$ cat src/rtl/input_histogram.sv
// input_histogram
//   Upstream stage of the histogram-equalization pipeline. On start it clears
//   the 2^PIX_W-bin histogram in M2, then streams every source pixel from M1,
//   increments the matching M2 bin by read-modify-write and copies the pixel
//   unchanged into M3. done pulses for one cycle once the last bin update has
//   been written.
//
// Ports
//   clock            in   single rising-edge clock
//   reset_n          in   synchronous active-low reset
//   start            in   start request, honoured only in idle
//   M1_ReadBus       in   source pixel, valid one cycle after its address
//   M1_ReadAddress   out  source pixel address
//   M2_ReadBus       in   histogram bin read data (one-cycle latency)
//   M2_ReadAddress   out  histogram bin read address
//   M2_WriteBus      out  histogram bin write data
//   M2_WriteAddress  out  histogram bin write address
//   M2_WriteEnable   out  histogram write strobe
//   M3_WriteBus      out  pixel copy data
//   M3_WriteAddress  out  pixel copy address
//   M3_WriteEnable   out  pixel copy write strobe
//   done             out  one-cycle completion pulse
module input_histogram #(
  parameter int unsigned PIX_W      = 8,
  parameter int unsigned NUM_PIXELS = 1024,
  parameter int unsigned IMG_AW     = 10,
  parameter int unsigned CNT_W      = 11
) (
  input  logic              clock,
  input  logic              reset_n,
  input  logic              start,
  input  logic [PIX_W-1:0]  M1_ReadBus,
  output logic [IMG_AW-1:0] M1_ReadAddress,
  input  logic [CNT_W-1:0]  M2_ReadBus,
  output logic [PIX_W-1:0]  M2_ReadAddress,
  output logic [CNT_W-1:0]  M2_WriteBus,
  output logic [PIX_W-1:0]  M2_WriteAddress,
  output logic              M2_WriteEnable,
  output logic [PIX_W-1:0]  M3_WriteBus,
  output logic [IMG_AW-1:0] M3_WriteAddress,
  output logic              M3_WriteEnable,
  output logic              done
);

  // One index counter serves the clear sweep, the pixel sweep and the drain.
  localparam int unsigned IdxW = (IMG_AW > PIX_W) ? IMG_AW : PIX_W;
  localparam logic [IdxW-1:0] LastBin  = IdxW'((1 << PIX_W) - 1);
  localparam logic [IdxW-1:0] LastPix  = IdxW'(NUM_PIXELS - 1);
  localparam logic [IdxW-1:0] LastDrn  = IdxW'(1);

  typedef enum logic [2:0] {
    StIdle,
    StClear,
    StRun,
    StDrain,
    StDone
  } state_e;

  state_e            r_state, w_state_next;
  logic [IdxW-1:0]   r_idx, w_idx_next;

  // Stage 1: pixel data arriving from M1 for the address presented last cycle.
  logic              r_s1_valid;
  logic [IMG_AW-1:0] r_s1_addr;
  // Stage 2: bin read data arriving from M2, write back cnt+1.
  logic              r_s2_valid;
  logic [PIX_W-1:0]  r_s2_pix;
  // Last stage-2 write, kept for forwarding to a back-to-back equal pixel.
  logic              r_wb_valid;
  logic [PIX_W-1:0]  r_wb_bin;
  logic [CNT_W-1:0]  r_wb_data;

  logic              w_fwd;
  logic [CNT_W-1:0]  w_cnt;
  logic [CNT_W-1:0]  w_s2_data;

  always_ff @(posedge clock) begin
    if (!reset_n) begin
      r_state <= StIdle;
      r_idx   <= '0;
    end else begin
      r_state <= w_state_next;
      r_idx   <= w_idx_next;
    end
  end

  always_ff @(posedge clock) begin
    if (!reset_n) begin
      r_s1_valid <= 1'b0;
      r_s1_addr  <= '0;
      r_s2_valid <= 1'b0;
      r_s2_pix   <= '0;
      r_wb_valid <= 1'b0;
      r_wb_bin   <= '0;
      r_wb_data  <= '0;
    end else begin
      r_s1_valid <= (r_state == StRun);
      r_s1_addr  <= r_idx[IMG_AW-1:0];
      r_s2_valid <= r_s1_valid;
      r_s2_pix   <= M1_ReadBus;
      r_wb_valid <= r_s2_valid;
      r_wb_bin   <= r_s2_pix;
      r_wb_data  <= w_s2_data;
    end
  end

  // The M2 read for pixel i happens in the same cycle as the write for pixel
  // i-1, so the memory returns the stale count; take the in-flight value.
  assign w_fwd     = r_wb_valid && (r_wb_bin == r_s2_pix);
  assign w_cnt     = w_fwd ? r_wb_data : M2_ReadBus;
  assign w_s2_data = w_cnt + CNT_W'(1);

  always_comb begin
    w_state_next    = r_state;
    w_idx_next      = r_idx + IdxW'(1);
    M1_ReadAddress  = '0;
    M2_ReadAddress  = '0;
    M2_WriteBus     = '0;
    M2_WriteAddress = '0;
    M2_WriteEnable  = 1'b0;
    M3_WriteBus     = '0;
    M3_WriteAddress = '0;
    M3_WriteEnable  = 1'b0;
    done            = 1'b0;

    case (r_state)
      StIdle: begin
        w_idx_next = '0;
        if (start) begin
          w_state_next = StClear;
        end
      end
      StClear: begin
        M2_WriteEnable  = 1'b1;
        M2_WriteAddress = r_idx[PIX_W-1:0];
        if (r_idx == LastBin) begin
          w_state_next = StRun;
          w_idx_next   = '0;
        end
      end
      StRun: begin
        M1_ReadAddress = r_idx[IMG_AW-1:0];
        if (r_idx == LastPix) begin
          w_state_next = StDrain;
          w_idx_next   = '0;
        end
      end
      StDrain: begin
        if (r_idx == LastDrn) begin
          w_state_next = StDone;
          w_idx_next   = '0;
        end
      end
      StDone: begin
        done         = 1'b1;
        w_state_next = StIdle;
        w_idx_next   = '0;
      end
      default: begin
        w_state_next = StIdle;
        w_idx_next   = '0;
      end
    endcase

    if (r_s1_valid) begin
      M2_ReadAddress  = M1_ReadBus;
      M3_WriteEnable  = 1'b1;
      M3_WriteAddress = r_s1_addr;
      M3_WriteBus     = M1_ReadBus;
    end

    // Stage 2 never overlaps the clear sweep.
    if (r_s2_valid) begin
      M2_WriteEnable  = 1'b1;
      M2_WriteAddress = r_s2_pix;
      M2_WriteBus     = w_s2_data;
    end
  end

endmodule
$ cat config.mk
export PLATFORM = sky130hd
export DESIGN_NAME = input_histogram
export DESIGN_NICKNAME = d
export VERILOG_FILES = /design/src/rtl/input_histogram.sv
export SDC_FILE = /design/constraint.sdc
export NUM_CORES = 1
export LEC_CHECK = 0
export ABC_CLOCK_PERIOD_IN_PS = 2590
export CAP_MARGIN = 20
export CORE_MARGIN = 1
export CORE_UTILIZATION = 44
export DETAILED_ROUTE_END_ITERATION = 8
export HOLD_SLACK_MARGIN = 0.02
export MAX_ROUTING_LAYER = met4
export PLACE_DENSITY_LB_ADDON = 0.3
export RECOVER_POWER = 50
export SLEW_MARGIN = 30
export SYNTH_ARGS = -nofsm -noshare
export SYNTH_HDL_FRONTEND = slang
export SYNTH_SLANG_ARGS = --single-unit
$ cat constraint.sdc
create_clock -name clock -period 2.59 [get_ports clock]
set_clock_uncertainty 0.15 [all_clocks]
set_input_delay 0.518 -clock clock [delete_from_list [all_inputs] [get_ports clock]]
set_output_delay 0.518 -clock clock [all_outputs]
set_load 0.01 [all_outputs]
==> run summary <==
Status: complete, but fails checks
Failing checks: negative setup slack
Most common cell after layout, fill and taps aside: buf_4
Routed len/inst: 16.5 um
Synth area leader: dfxtp_1
Synth Instances: 354
Worst Min Path Start: r_idx[1]$_SDFF_PN0_
Comb pwr share: 19.6%
Internal Power: 1.32 mW
CTS sink cnt: 53
ANT nets after route: 0
FF-to-FF setup slack: 0.09 ns
P_sw: 482 uW
All-Layer GR Usage: 26.6%
Largest net degree at the start of global routing: 25
Chip width: 85.3 um
Hold Path Sink: r_s1_addr[1]$_SDFF_PN0_
Register-to-Register Path Depth: 13
Worst Hold Path Cells: 2
CP required: 1.92 ns
Placed Cells: 536
Leak: 2.09 nW
Crit-path max FO: 5
Unrepaired setup endpoints after global routing: true
Commonest non-fill, non-tap cells in the layout: buf_4 (74), and2_1 (49), clkdlybuf4s50_1 (41), dfxtp_1 (41), nand2_1 (26)
Synthesized area: 0.00305 mm^2
Final instance count without filler cells: 571
Final-report hold violation count: 0
Final WL: 9.41 mm
Total vias in the final route: 3148
Startpoint types: register
Synth top area cells: dfxtp_1 (35%), and2_1 (13%), xnor2_1 (5.2%), nand2_1 (3.6%), buf_4 (2.5%)
Setup Crit Path Kind: reg -> out
Max Slew Vio Count: 0
Final net count: 519
Post-route DRC: 0
Dpl ws: -0.870 ns
Syn Area/Cell: 8.62 um^2
Normalized max-slew margin: 50.6%
DR vias/cell: 5.51
Final period utilization: 125%
Clock buffer depth: 2
Number of flops mapped to enable cells by yosys: 0
Synth warn: 0
Hold-fix buffers, CTS: 0
Setup-failing EPs final: 7
Critical path arrival: 2.57 ns
Clock power share: 32.3%
Vias in the first global route: 3149
Switching share of power: 26.8%
Setup TNS: -3.10 ns
Register area share after synthesis: 34.8%
Tmin final: 3.24 ns
#FFs+latches synth: 53
Seq pwr share: 48.1%
PortBufs: 79
Ys flop type: dfxtp_1
Fmax: 309 MHz
Ant diodes: 0
P&R area growth vs syn: 59.1%
Max_cap viols: 0
Netlist cell types: 53
VDD IR max: 0.000289 V
Share of layout cells above drive strength 1: 34.8%
# rows: 29
Worst R2R Start: r_wb_bin[4]$_SDFF_PN0_
Initial antenna violation count: 0
Drt pass-1 iters: 4
CTS tree: done
Remaining Overflow, GRT: 0
Clock transition at the registers of the reported paths: 0.10 ns
Core area: 0.00653 mm^2
CTS root buffer: clkbuf_8
Final Wtd Congestion: 0.842
RR Endpoint: r_wb_data[4]$_SDFF_PN0_
Die Ht: 85.3 um
Post-DP HPWL: 6.22 mm
Total nets after synthesis: 379
Starting DRC count in detailed routing: 141
Actual slew at the worst max-slew pin: 0.741 ns
FFs w/ async S/R, synth: 0%
Crit end category: output port
Final worst slack: -0.648 ns
Hold WS: 0.426 ns
IO Count: 80
H-tree depth: 2
Top-area cell type share of the netlist area: 34.8%
Hold WC Path Type: reg -> reg
Worst-skew pair later-pin latency: 0.32 ns
Initial Utilization: 46.7%
CTS Buf Count: 5
Power density over the cells: 370 mW/mm^2
Die area: 0.00727 mm^2
First-pass GRT wire length: 14.9 mm
==> logic make-up (layout without fill, tap and decap cells) <==
kind of cell / count (synthesis) / in the layout / share of synthesized area (%)
compound gates: 65 / 65 / 17.1
xor+xnor: 21 / 21 / 6.03
fa+ha+maj: 3 / 3 / 1.23
buf+inv: 37 / 177 / 6.85
flops: 53 / 53 / 34.8
mux: 1 / 1 / 0.369
simple gates: 174 / 174 / 33.6
==> how the worst max path moves through the flow <==
| stage | slack, ns | depth (start not counted) | end | from |
|---|---|---|---|---|
| 6_report | -0.65 | 11 | M2_WriteBus[8] | r_wb_bin[4]$_SDFF_PN0_ |
| 4_1_cts | -0.62 | 11 | M2_WriteBus[8] | r_wb_bin[1]$_SDFF_PN0_ |
| 5_1_grt | -0.78 | 11 | M2_WriteBus[8] | r_s2_pix[1]$_SDFF_PN0_ |
| 3_5_place_dp | -0.87 | 10 | M2_WriteBus[8] | r_s2_pix[6]$_SDFF_PN0_ |
| 3_3_place_gp | -0.78 | 10 | M2_WriteBus[8] | r_s2_pix[2]$_SDFF_PN0_ |
| 2_1_floorplan | -0.09 | 10 | M2_WriteBus[8] | r_s2_pix[6]$_SDFF_PN0_ |
==> flip-flops by register name (all words and copies together) (netlist names) <==
signal / cells
r_wb_data: 11
r_s2_pix: 8
r_s2_valid: 1
r_s1_addr: 10
r_state: 3
r_wb_bin: 8
r_idx: 10
r_wb_valid: 1
r_s1_valid: 1
==> Yosys cell counts, types with 2 or more instances <==
cell type	instances
nor3_2	2
o31a_1	4
nor2_1	20
a21oi_1	11
a31oi_1	2
buf_2	5
o2111ai_1	5
o211a_1	4
o31ai_1	3
nand4_1	4
nand2b_1	2
ha_1	3
nor3_1	10
clkbuf_1	10
xor2_1	3
o32ai_1	5
and2_1	62
and3_1	3
buf_6	3
a41oi_1	2
buf_4	10
a211oi_1	4
xnor2_1	18
o21ai_0	7
and4_1	3
nor4_1	5
o211ai_1	3
nor3b_1	5
o21a_1	6
dfxtp_1	53
a32o_1	2
nand2_1	29
nand3b_1	7
clkbuf_2	3
nand3_1	14
inv_1	5
==> critical path: stages (launching register included) <==
cell and delay, ns:
dfxtp_1 0.34, xnor2_2 0.17, and4_4 0.29, and4_1 0.21
a21o_1 0.13, ha_4 0.17, buf_6 0.12, nand3_4 0.07
o21a_1 0.19, o2111a_1 0.26, a211oi_2 0.16, buf_2 0.16
==> metrics by stage <==
step | util (%) | total power, mW | area, um^2
6_report | 74.3 | 1.80 | 4850
2_1_floorplan | - | 1.02 | 3150
3_5_place_dp | 65.3 | 1.16 | 4270
5_1_grt | 74.3 | 1.87 | 4850
4_1_cts | 71.5 | 1.78 | 4670
3_3_place_gp | 65.3 | 1.15 | 4270
==> power groups by stage <==
stage	sequential (mW)	combinational (mW)	clock (mW)
final	0.866	0.352	0.581
after global routing	0.869	0.376	0.622
after CTS	0.863	0.328	0.584
after detailed placement	0.881	0.274	0
after global placement	0.880	0.267	0
after floorplan	0.877	0.139	0
==> area by class of cell <==
type / count / area (um^2)
inverter: 6 / 22.5
sequential: 53 / 1080
multi-input combinational: 264 / 2130
tap: 77 / 96.3
timing repair buffer: 164 / 1430
clock buffer: 5 / 68.8
fill: 462 / 1680
clock inverter: 2 / 38.8
==> timing repair <==
item / in CTS / in global routing
endpoints found under the setup margin: 28 / 25
hold endpoints to repair: 0 / 0
resized for setup: 98 / 42
pin swaps: 20 / 19
cloned: 0 / 1
buffers inserted: 20 / 10
==> per-layer routing <==
metal	GRT usage (%)	wire [um]	vias to the layer above	part of all wire, %
met2	42.3	4380	124	47
li1	-	-	1516	-
met4	9.09	227	0	2.4
met3	5.93	626	26	6.7
met5	-	0	-	0
met1	33.6	4180	1482	44
Note: power is estimated with default switching activity, not from simulation.
